--- src/rtl/sram_bridge_pkg.sv ---
// Shared types and helpers for the SRAM request bridge.
// Optional write coalescing is enabled by defining SRAM_BRIDGE_COALESCE_EN.
package sram_bridge_pkg;

   localparam logic [3:0] BE_8  = 4'b0001;
   localparam logic [3:0] BE_16 = 4'b0011;
   localparam logic [3:0] BE_32 = 4'b1111;

   typedef enum logic [3:0] {
      INIT, IDLE, PUSH, WCMD, RCMD, GAP, WAIT, POP, FLUSH
   } state_t;

   // Where the FSM resumes once a coalesced flush has completed.
   typedef enum logic [1:0] {
      AFT_IDLE, AFT_PUSH, AFT_RCMD
   } after_t;

   // Byte count for a legal byte-enable pattern, 0 for an illegal one.
   function automatic logic [5:0] be_to_size(input logic [3:0] be);
      case (be)
         BE_8:    be_to_size = 6'd1;
         BE_16:   be_to_size = 6'd2;
         BE_32:   be_to_size = 6'd4;
         default: be_to_size = 6'd0;
      endcase
   endfunction

   // Mask keeping only the low 'size' bytes of a read word.
   function automatic logic [31:0] size_mask(input logic [5:0] size);
      case (size)
         6'd1:    size_mask = 32'h0000_00FF;
         6'd2:    size_mask = 32'h0000_FFFF;
         6'd4:    size_mask = 32'hFFFF_FFFF;
         default: size_mask = 32'h0000_0000;
      endcase
   endfunction

endpackage

--- src/rtl/sram_req_bridge_coalescer.sv ---
// Pending-write tracker for the SRAM bridge: remembers the base address, byte
// count and width of writes already pushed into the FIFO without a write_cmd,
// judges whether a new write can extend the run, and raises a flush request
// after COALESCE_TMO idle cycles. Used only with SRAM_BRIDGE_COALESCE_EN.
module sram_wr_coalescer
   import sram_bridge_pkg::*;
#(
   parameter int unsigned FIFO_DEPTH   = 32,
   parameter int unsigned COALESCE_TMO = 16
) (
   input  logic        clk,
   input  logic        rst_n,
   input  logic [23:0] i_chk_addr,
   input  logic [3:0]  i_chk_be,
   input  logic        i_append,
   input  logic [23:0] i_addr,
   input  logic [3:0]  i_be,
   input  logic        i_clear,
   input  logic        i_idle,
   output logic        o_pend,
   output logic        o_merge_ok,
   output logic [23:0] o_pend_base,
   output logic        o_flush_tmo
);

   localparam logic [7:0]  LP_DEPTH = 8'(FIFO_DEPTH);
   localparam logic [15:0] LP_TMO   = 16'(COALESCE_TMO);

   logic        r_pend;
   logic [23:0] r_base;
   logic [7:0]  r_bytes;
   logic [3:0]  r_be;
   logic [15:0] r_cnt;
   logic [7:0]  w_chk_size;
   logic [7:0]  w_app_size;

   assign w_chk_size  = {2'b00, be_to_size(i_chk_be)};
   assign w_app_size  = {2'b00, be_to_size(i_be)};
   assign o_pend      = r_pend;
   assign o_pend_base = r_base;
   assign o_flush_tmo = r_pend && (r_cnt == LP_TMO);
   // An empty run always accepts; otherwise same width, contiguous and within FIFO capacity.
   assign o_merge_ok  = !r_pend ||
                        ((i_chk_be == r_be) &&
                         (i_chk_addr == (r_base + 24'(r_bytes))) &&
                         ((r_bytes + w_chk_size) <= LP_DEPTH));

   // Pending-run bookkeeping and idle timeout counter.
   always_ff @(posedge clk) begin
      if (!rst_n) begin
         r_pend  <= 1'b0;
         r_base  <= '0;
         r_bytes <= '0;
         r_be    <= '0;
         r_cnt   <= '0;
      end else if (i_clear) begin
         r_pend  <= 1'b0;
         r_bytes <= '0;
         r_cnt   <= '0;
      end else if (i_append) begin
         r_cnt <= '0;
         if (!r_pend) begin
            r_pend  <= 1'b1;
            r_base  <= i_addr;
            r_bytes <= w_app_size;
            r_be    <= i_be;
         end else begin
            r_bytes <= r_bytes + w_app_size;
         end
      end else if (i_idle && r_pend && (r_cnt != LP_TMO)) begin
         r_cnt <= r_cnt + 16'd1;
      end
   end

endmodule

--- src/rtl/sram_req_bridge.sv ---
// Bridge from single-beat valid/ready memory requests to the spi_sram_fifo
// push / write_cmd / read_cmd / data_out_read protocol. Define
// SRAM_BRIDGE_COALESCE_EN to merge contiguous same-width writes into one
// write_cmd; otherwise every write issues its own command.
module sram_req_bridge
   import sram_bridge_pkg::*;
#(
   parameter int unsigned FIFO_DEPTH   = 32,
   parameter int unsigned COALESCE_TMO = 16
) (
   input  logic        clk,
   input  logic        rst_n,
   input  logic        req_valid,
   output logic        req_ready,
   input  logic        req_we,
   input  logic [23:0] req_addr,
   input  logic [31:0] req_wdata,
   input  logic [3:0]  req_be,
   output logic        rsp_valid,
   output logic [31:0] rsp_rdata,
   output logic        rsp_err,
   output logic [31:0] sram_data_in,
   output logic        sram_data_in_valid,
   output logic [3:0]  sram_data_be,
   output logic        sram_write_cmd,
   output logic        sram_read_cmd,
   output logic [5:0]  sram_read_size,
   output logic [23:0] sram_address,
   input  logic [31:0] sram_data_out,
   output logic        sram_data_out_read,
   input  logic        sram_done
);

   // A FIFO shallower than one word (or a zero timeout) cannot work; such a build never accepts.
   localparam logic LP_CFG_OK = (FIFO_DEPTH >= 4) && (COALESCE_TMO >= 1);

   state_t      r_state, w_next;
   logic        r_we;
   logic [23:0] r_addr;
   logic [31:0] r_wdata;
   logic [3:0]  r_be;
   logic        r_err;
   logic [5:0]  w_size;
   logic        w_be_ok;
   logic        w_ready;
   logic        w_accept;

`ifdef SRAM_BRIDGE_COALESCE_EN
   after_t      r_after;
   logic        r_fl;
   logic        w_pend;
   logic        w_merge_ok;
   logic        w_tmo;
   logic [23:0] w_pend_base;

   sram_wr_coalescer #(
      .FIFO_DEPTH   (FIFO_DEPTH),
      .COALESCE_TMO (COALESCE_TMO)
   ) u_coalescer (
      .clk         (clk),
      .rst_n       (rst_n),
      .i_chk_addr  (req_addr),
      .i_chk_be    (req_be),
      .i_append    (r_state == PUSH),
      .i_addr      (r_addr),
      .i_be        (r_be),
      .i_clear     (r_state == FLUSH),
      .i_idle      ((r_state == IDLE) && !w_accept),
      .o_pend      (w_pend),
      .o_merge_ok  (w_merge_ok),
      .o_pend_base (w_pend_base),
      .o_flush_tmo (w_tmo)
   );

   assign w_ready      = (r_state == IDLE) && LP_CFG_OK && !w_tmo;
   assign sram_address = r_fl ? w_pend_base : r_addr;
`else
   assign w_ready      = (r_state == IDLE) && LP_CFG_OK;
   assign sram_address = r_addr;
`endif

   assign w_size             = be_to_size(r_be);
   assign w_be_ok            = (be_to_size(req_be) != 6'd0);
   assign w_accept           = req_valid && w_ready;
   assign req_ready          = w_ready;
   assign sram_data_in       = r_wdata;
   assign sram_data_be       = r_be;
   assign sram_read_size     = w_size;
   assign rsp_valid          = (r_state == PUSH) || (r_state == POP) || r_err;
   assign rsp_err            = r_err;
   assign rsp_rdata          = (r_state == POP) ? (sram_data_out & size_mask(w_size)) : '0;

   // Next-state selection and single-cycle command strobes.
   always_comb begin
      w_next             = r_state;
      sram_data_in_valid = 1'b0;
      sram_write_cmd     = 1'b0;
      sram_read_cmd      = 1'b0;
      sram_data_out_read = 1'b0;
      case (r_state)
         INIT: if (sram_done) w_next = IDLE;
         IDLE: begin
            if (w_accept && w_be_ok) begin
`ifdef SRAM_BRIDGE_COALESCE_EN
               if (req_we) w_next = w_merge_ok ? PUSH : FLUSH;
               else        w_next = w_pend ? FLUSH : RCMD;
            end else if (w_tmo) begin
               w_next = FLUSH;
`else
               w_next = req_we ? PUSH : RCMD;
`endif
            end
         end
         PUSH: begin
            sram_data_in_valid = 1'b1;
`ifdef SRAM_BRIDGE_COALESCE_EN
            w_next = IDLE;
`else
            w_next = WCMD;
`endif
         end
         WCMD, FLUSH: begin
            sram_write_cmd = 1'b1;
            w_next         = GAP;
         end
         RCMD: begin
            sram_read_cmd = 1'b1;
            w_next        = GAP;
         end
         // The engine lowers done a cycle late, so it is not looked at here.
         GAP: w_next = WAIT;
         WAIT: begin
            if (sram_done) begin
`ifdef SRAM_BRIDGE_COALESCE_EN
               if (r_fl) begin
                  case (r_after)
                     AFT_PUSH: w_next = PUSH;
                     AFT_RCMD: w_next = RCMD;
                     default:  w_next = IDLE;
                  endcase
               end else begin
                  w_next = r_we ? IDLE : POP;
               end
`else
               w_next = r_we ? IDLE : POP;
`endif
            end
         end
         POP: begin
            sram_data_out_read = 1'b1;
            w_next             = IDLE;
         end
         default: w_next = INIT;
      endcase
   end

   // State register, request capture and error strobe.
   always_ff @(posedge clk) begin
      if (!rst_n) begin
         r_state <= INIT;
         r_we    <= 1'b0;
         r_addr  <= '0;
         r_wdata <= '0;
         r_be    <= '0;
         r_err   <= 1'b0;
      end else begin
         r_state <= w_next;
         r_err   <= w_accept && !w_be_ok;
         if (w_accept && w_be_ok) begin
            r_we    <= req_we;
            r_addr  <= req_addr;
            r_wdata <= req_wdata;
            r_be    <= req_be;
         end
      end
   end

`ifdef SRAM_BRIDGE_COALESCE_EN
   // Flush bookkeeping: the held request resumes after the flush's WAIT.
   always_ff @(posedge clk) begin
      if (!rst_n) begin
         r_after <= AFT_IDLE;
         r_fl    <= 1'b0;
      end else if ((r_state == IDLE) && (w_next == FLUSH)) begin
         r_fl    <= 1'b1;
         r_after <= !w_accept ? AFT_IDLE : (req_we ? AFT_PUSH : AFT_RCMD);
      end else if ((r_state == WAIT) && sram_done) begin
         r_fl    <= 1'b0;
      end
   end
`endif

endmodule

--- config.mk ---
export PLATFORM = sky130hd
export DESIGN_NAME = sram_req_bridge
export DESIGN_NICKNAME = d
export VERILOG_FILES = /design/src/rtl/sram_bridge_pkg.sv /design/src/rtl/sram_req_bridge_coalescer.sv /design/src/rtl/sram_req_bridge.sv
export SDC_FILE = /design/constraint.sdc
export NUM_CORES = 1
export LEC_CHECK = 0
export ABC_AREA = 1
export CAP_MARGIN = 20
export CORE_MARGIN = 8
export CORE_UTILIZATION = 34
export DETAILED_ROUTE_END_ITERATION = 6
export HOLD_SLACK_MARGIN = 0.08
export PLACE_DENSITY = 0.82
export SYNTH_ARGS = -nofsm -noshare
export SYNTH_HDL_FRONTEND = slang
export SYNTH_SLANG_ARGS = --single-unit
--- constraint.sdc ---
create_clock -name clk -period 1.7 [get_ports clk]
set_clock_uncertainty 0.1 [all_clocks]
set_input_delay 0.34 -clock clk [delete_from_list [all_inputs] [get_ports clk]]
set_output_delay 0.34 -clock clk [all_outputs]
set_load 0.03 [all_outputs]
==> impl_metrics.json, run 1 <==
{
  "grt_max_degree": 34,
  "start_util_pct": 35.2,
  "vias": 3453,
  "grt_pass1_wl_um": 18500,
  "io_buffers": 198,
  "violations": "setup timing",
  "wl_per_cell_um": 16.6,
  "cts_htree_levels": 3,
  "grt_antenna_before_repair": 1,
  "drc_errors": 0,
  "hp-class": "input port to flop",
  "finalSetupViolCount": 39,
  "groute.usage.overall_pct": 20.5,
  "clk_pin_slew_ns": 0.08,
  "viasPerCell": 4.75,
  "clock_latency_ns": 0.34,
  "drv_slew": 0,
  "hold_viol_final": 0,
  "ir_worst_vdd_mv": 0.641,
  "synth_cell_types": 25,
  "root_buffer": "clkbuf_8",
  "critPathKind": "flop to primary output",
  "synth-seq-cells": 65,
  "start_kind": "flop",
  "overflow": 0,
  "syn_area_per_cell_um2": 6.87,
  "syn_to_final_growth_pct": 105,
  "grt_pass1_vias": 3547,
  "worstPathArrival_ns": 1.57,
  "netlist_area_um2": 2740,
  "hold_start": "rst_n",
  "dr.pass1.iters": 4,
  "hold_end": "sram_data_be[1]$_SDFFE_PN0P_",
  "yosysWarnings": 0,
  "r2r_cells": 8,
  "endpoint_kind": "primary output",
  "fin_crit_sh_pct": 118,
  "cts_tree": "built",
  "post-dp-hpwl_um": 8920,
  "die_w_um": 106,
  "maxCapViolCount": 0,
  "die_y_um": 106,
  "layout_setup_ws_ns": -0.309,
  "worstHoldPathCells": 3,
  "syn_inst": 398,
  "rows": 32,
  "final_cell_mix": "nor2_1 (128), clkdlybuf4s50_1 (95), dfxtp_1 (58)",
  "antenna_left": 0,
  "cts_buffers": 9,
  "utilization_pct": 72.1,
  "numClockSinks": 65,
  "drive_gt1_share_pct": 25.8,
  "diodes": 0,
  "num_io_pins": 202,
  "fin_crit_ns": 2.01,
  "leakagePower_nw": 2.43,
  "r2r_setup_slack_ns": 0.09,
  "outcome": "complete, but fails checks",
  "clock_path_buffers": 2,
  "pwr_density_cell_nw_per_um2": 839,
  "routabilityCongestion": 0.911,
  "cp.required_ns": 1.26,
  "dpl.cell_count": 703,
  "stdcell_count": 727,
  "r2r-start": "r_state[2]$_SDFFE_PN0P_",
  "r2r-end": "sram_data_in[24]$_SDFFE_PN0P_",
  "cp_max_fo": 9,
  "final_net_count": 717,
  "final_common_cell": "nor2_1",
  "core_um2": 7770,
  "clock.fmax_mhz": 498,
  "postRouteWirelength_um": 12100,
  "synth_seq_area_share_pct": 47.6,
  "die-area_um2": 11200,
  "drt_iter0_markers": 150,
  "rsz0062_at_grt": "true"
}
[synthesized netlist by cell type]
library cell | n | area [µm²]
nor3_4 | 1 | 16.3
buf_2 | 4 | 20.0
nor3_1 | 2 | 10.0
conb_1 | 1 | 3.75
o21ai_0 | 60 | 300
nand3b_1 | 1 | 7.51
nand4_1 | 1 | 6.26
dfxtp_1 | 65 | 1300
nand2_1 | 51 | 191
inv_2 | 4 | 15.0
nand2_4 | 1 | 11.3
clkinv_2 | 1 | 5.00
buf_6 | 4 | 45.0
buf_4 | 3 | 22.5
nand3_2 | 1 | 10.0
buf_1 | 1 | 3.75
nor2_4 | 1 | 11.3
clkbuf_1 | 12 | 45.0
nor2_1 | 158 | 593
o21ai_1 | 1 | 5.00
nand3_1 | 4 | 20.0
a21oi_1 | 6 | 30.0
inv_1 | 12 | 45.0
nor4_1 | 2 | 12.5
clkinv_1 | 1 | 3.75
[final cells by class]
class / count / area, µm²
inverter: 18 / 78.8
clock inverter: 5 / 37.5
fill: 586 / 2170
sequential: 65 / 1320
clock buffer: 11 / 163
multi-input combinational: 293 / 1520
tap: 102 / 128
timing repair buffer: 233 / 2360
[repair_timing]
action | CTS | global route
pin swaps | 11 | 8
endpoints found under the setup margin | 99 | 101
setup buffers | 7 | 4
gates resized for setup | 125 | 28
hold endpoints to repair | 0 | 0
gates cloned | 1 | 1
hold buffers | 0 | 0
[how the worst max path moves through the flow]
stage	start	to	slack, ns	depth (start not counted)
2_1_floorplan	sram_data_be[0]$_SDFFE_PN0P_	rsp_rdata[10]	-0.28	6
3_3_place_gp	req_be[3]	sram_data_in[24]$_SDFFE_PN0P_	-0.28	9
3_5_place_dp	req_be[3]	sram_data_in[17]$_SDFFE_PN0P_	-0.32	9
4_1_cts	r_state[1]$_SDFFE_PN0P_	rsp_rdata[22]	-0.28	6
5_1_grt	r_state[1]$_SDFFE_PN0P_	rsp_rdata[4]	-0.40	6
6_report	r_state[1]$_SDFFE_PN0P_	rsp_rdata[4]	-0.31	6
[metrics by stage]
stage	hold WS (ns)	power, W	TNS, ns	setup slack [ns]	cell area (µm²)
detailed placement	0.360	0.00338	-18.57	-0.317	5120
floorplan	0.341	0.00264	-6.89	-0.276	2940
global route	0.211	0.00496	-12.85	-0.404	5600
global placement	0.358	0.00333	-15.65	-0.283	5120
CTS	0.197	0.00463	-8.39	-0.275	5510
finish	0.221	0.00470	-8.74	-0.309	5600
[critical path: stages, from the launching register on]
cell	delay, ns
dfxtp_2	0.36
inv_4	0.05
nor3_4	0.24
buf_6	0.19
nand2_1	0.09
nor2_2	0.15
buf_6	0.15
[power breakdown]
group,internal (W),switching (W)
Combinational,0.000705,0.000968
Sequential,0.00167,0.0000849
Clock,0.000660,0.000611
Total,0.00303,0.00166
[state kept, by name, summed over array words and instances (netlist names)]
register,cells
rsp_err,1
r_state,3
r_we,1
sram_data_in,32
sram_data_be,4
sram_address,24
[logic make-up (layout without fill, tap and decap cells)]
kind of cell / Yosys count / after routing / synth area share, %
AO/OA/AOI/OAI: 67 / 67 / 12.3
other: 1 / 3 / 0.137
flip-flops: 65 / 65 / 47.6
AND/OR/NAND/NOR: 223 / 223 / 32.5
buffers and inverters: 42 / 267 / 7.50
[metal layers]
metal  GRT usage [%]  vias up  wire length, µm
met3            8.89       17             1250
met1            20.8     1579             4420
met5               0        -                8
met4            4.72        2              115
li1                -     1687                -
met2            37.8      168             6300
No activity file was read; power rests on OpenSTA's default activity.
==> run 2, diff against run 1 <==
--- a/config.mk
+++ b/config.mk
@@ -11,6 +11,7 @@
 export CORE_UTILIZATION = 34
 export DETAILED_ROUTE_END_ITERATION = 6
 export HOLD_SLACK_MARGIN = 0.08
+export MAX_ROUTING_LAYER = met4
 export PLACE_DENSITY = 0.82
 export SYNTH_ARGS = -nofsm -noshare
 export SYNTH_HDL_FRONTEND = slang
==> impl_metrics.json, run 2 (synthesis gave the netlist of run 1 again) <==
{
  "outcome": "complete, but fails checks",
  "violations": "setup timing",
  "r2r_cells": 8,
  "vias": 3453,
  "stdcell_count": 728,
  "die_w_um": 106,
  "dr.pass1.iters": 5,
  "io_buffers": 198,
  "grt_pass1_vias": 3559,
  "clk_pin_slew_ns": 0.08,
  "post-place-ws_ns": -0.317,
  "clock.fmax_mhz": 496,
  "post-dp-hpwl_um": 8920,
  "clock_power_share_pct": 26.9,
  "drive_gt1_share_pct": 25.8,
  "utilization_pct": 72.1,
  "finalSetupViolCount": 39,
  "antenna_left": 0,
  "path_delay_family": "simple AND/OR/NAND/NOR gates",
  "slowest_delay_ns": 0.36,
  "wl_per_cell_um": 16.6,
  "critPathKind": "flop to primary output",
  "cts_tree": "built",
  "cts_htree_levels": 3,
  "final_net_count": 717,
  "slowest_stage": "dfxtp_2",
  "fin_crit_sh_pct": 118,
  "cp.required_ns": 1.26,
  "power_frac_comb_pct": 35.7,
  "final_cell_mix": "nor2_1 (128), clkdlybuf4s50_1 (95), dlygate4sd2_1 (58), dfxtp_1 (58), o21ai_0 (54)",
  "rsz0062_at_grt": "true",
  "numClockSinks": 65,
  "root_buffer": "clkbuf_8",
  "grt_max_degree": 34,
  "crit_cells": 6,
  "num_io_pins": 202,
  "ir_worst_vdd_mv": 0.639,
  "critPathLaunch": "r_state[1]$_SDFFE_PN0P_",
  "final_common_cell": "nor2_1",
  "hp-class": "input port to flop",
  "drv_slew": 0,
  "layout_setup_ws_ns": -0.314,
  "worstPathArrival_ns": 1.57,
  "path_cells": "inv_4 -> nor3_4 -> buf_6 -> nand2_1 -> nor2_2 -> buf_6",
  "leakagePower_nw": 2.43,
  "syn_to_final_growth_pct": 105,
  "start_kind": "flop",
  "largest_reg_flops": 32,
  "seq_power_share_pct": 37.4,
  "r2r-start": "r_state[2]$_SDFFE_PN0P_",
  "clock_latency_ns": 0.33,
  "pwr_density_cell_nw_per_um2": 837,
  "final.setup.tns_ns": -8.69,
  "fin_crit_ns": 2.01,
  "drc_errors": 0,
  "switching_share_pct": 35.3,
  "cp_max_fo": 9,
  "drt_iter0_markers": 166,
  "p_switching_w": 0.00166,
  "hold_viol_final": 0,
  "critical_path.most_common_cell": "buf_6",
  "die_y_um": 106,
  "postRouteWirelength_um": 12100,
  "hold_start": "rst_n",
  "maxCapViolCount": 0,
  "clock_path_buffers": 2,
  "rows": 32,
  "die-area_um2": 11200,
  "grt_pass1_wl_um": 18500,
  "dpl.cell_count": 703,
  "critical_path_buf_inv_count": 3,
  "cts_buffers": 9,
  "overflow": 0,
  "p_int_w": 0.00303,
  "total_power_w": 0.00469,
  "start_util_pct": 35.2,
  "holdBufCountCts": 0,
  "endpoint_kind": "primary output",
  "grt_antenna_before_repair": 1,
  "routabilityCongestion": 0.926,
  "worstHoldPathCells": 3,
  "groute.usage.overall_pct": 21.1,
  "core_um2": 7770,
  "viasPerCell": 4.74
}
## run 2: changes by cell type in the layout (fill, tap and decap cells not counted), sizes merged
cell,delta
dlygate4sd2,+1
diode,+1
clkdlybuf4s15,-1
## run 2: final timing paths
check / to / slack (ns)
max: rsp_rdata[4] / -0.31
min: sram_data_be[1]$_SDFFE_PN0P_ / 0.22
max reg2reg: sram_data_in[24]$_SDFFE_PN0P_ / 0.09
min reg2reg: r_we$_SDFFE_PN0P_ / 0.37
## run 2: timing repair
action / 4_1_cts / 5_1_grt
pin swaps: 11 / 8
setup endpoints to repair: 99 / 101
cloned: 1 / 1
buffers inserted: 7 / 4
resized for setup: 125 / 28
hold endpoints to repair: 0 / 0
## run 2: metal layers
metal  GRT usage (%)  wire (µm)  share of wire, %  vias up
met5               -          0                 0        -
met4            5.03        150               1.2        0
met3            7.31       1140               9.4       15
met2            37.7       6250                52      177
met1            21.6       4550                38     1570
li1                -          -                 -     1691
## run 2: layout make-up
type	count	area, µm²
Timing Repair Buffer	233	2360
Fill cell	584	2160
Multi-Input combinational cell	293	1520
Sequential cell	65	1320
Clock buffer	11	163
Tap cell	102	128
Inverter	18	78.8
Clock inverter	5	37.5
Antenna cell	1	2.50
## run 2: worst reg2reg max path: stages, from the launching register on
cell and delay [ns]:
dfxtp_4 0.37, inv_4 0.06, buf_4 0.13, nand3_2 0.14, nor2_4 0.14, nand2_4 0.12
buf_12 0.18, o21ai_0 0.21, nor2_1 0.06
## run 2: per-stage QoR
stage / hold slack (ns) / instance area (µm²)
2_1_floorplan: 0.341 / 2940
3_3_place_gp: 0.358 / 5120
3_5_place_dp: 0.360 / 5120
4_1_cts: 0.197 / 5510
5_1_grt: 0.215 / 5600
6_report: 0.216 / 5600
## run 2: power by group through the flow
stage          Sequential [W]  Clock, W  Combinational (W)
2_1_floorplan         0.00201         0           0.000638
3_3_place_gp          0.00178         0            0.00155
3_5_place_dp          0.00179         0            0.00159
4_1_cts               0.00175   0.00130            0.00158
5_1_grt               0.00177   0.00138            0.00180
6_report              0.00175   0.00126            0.00167
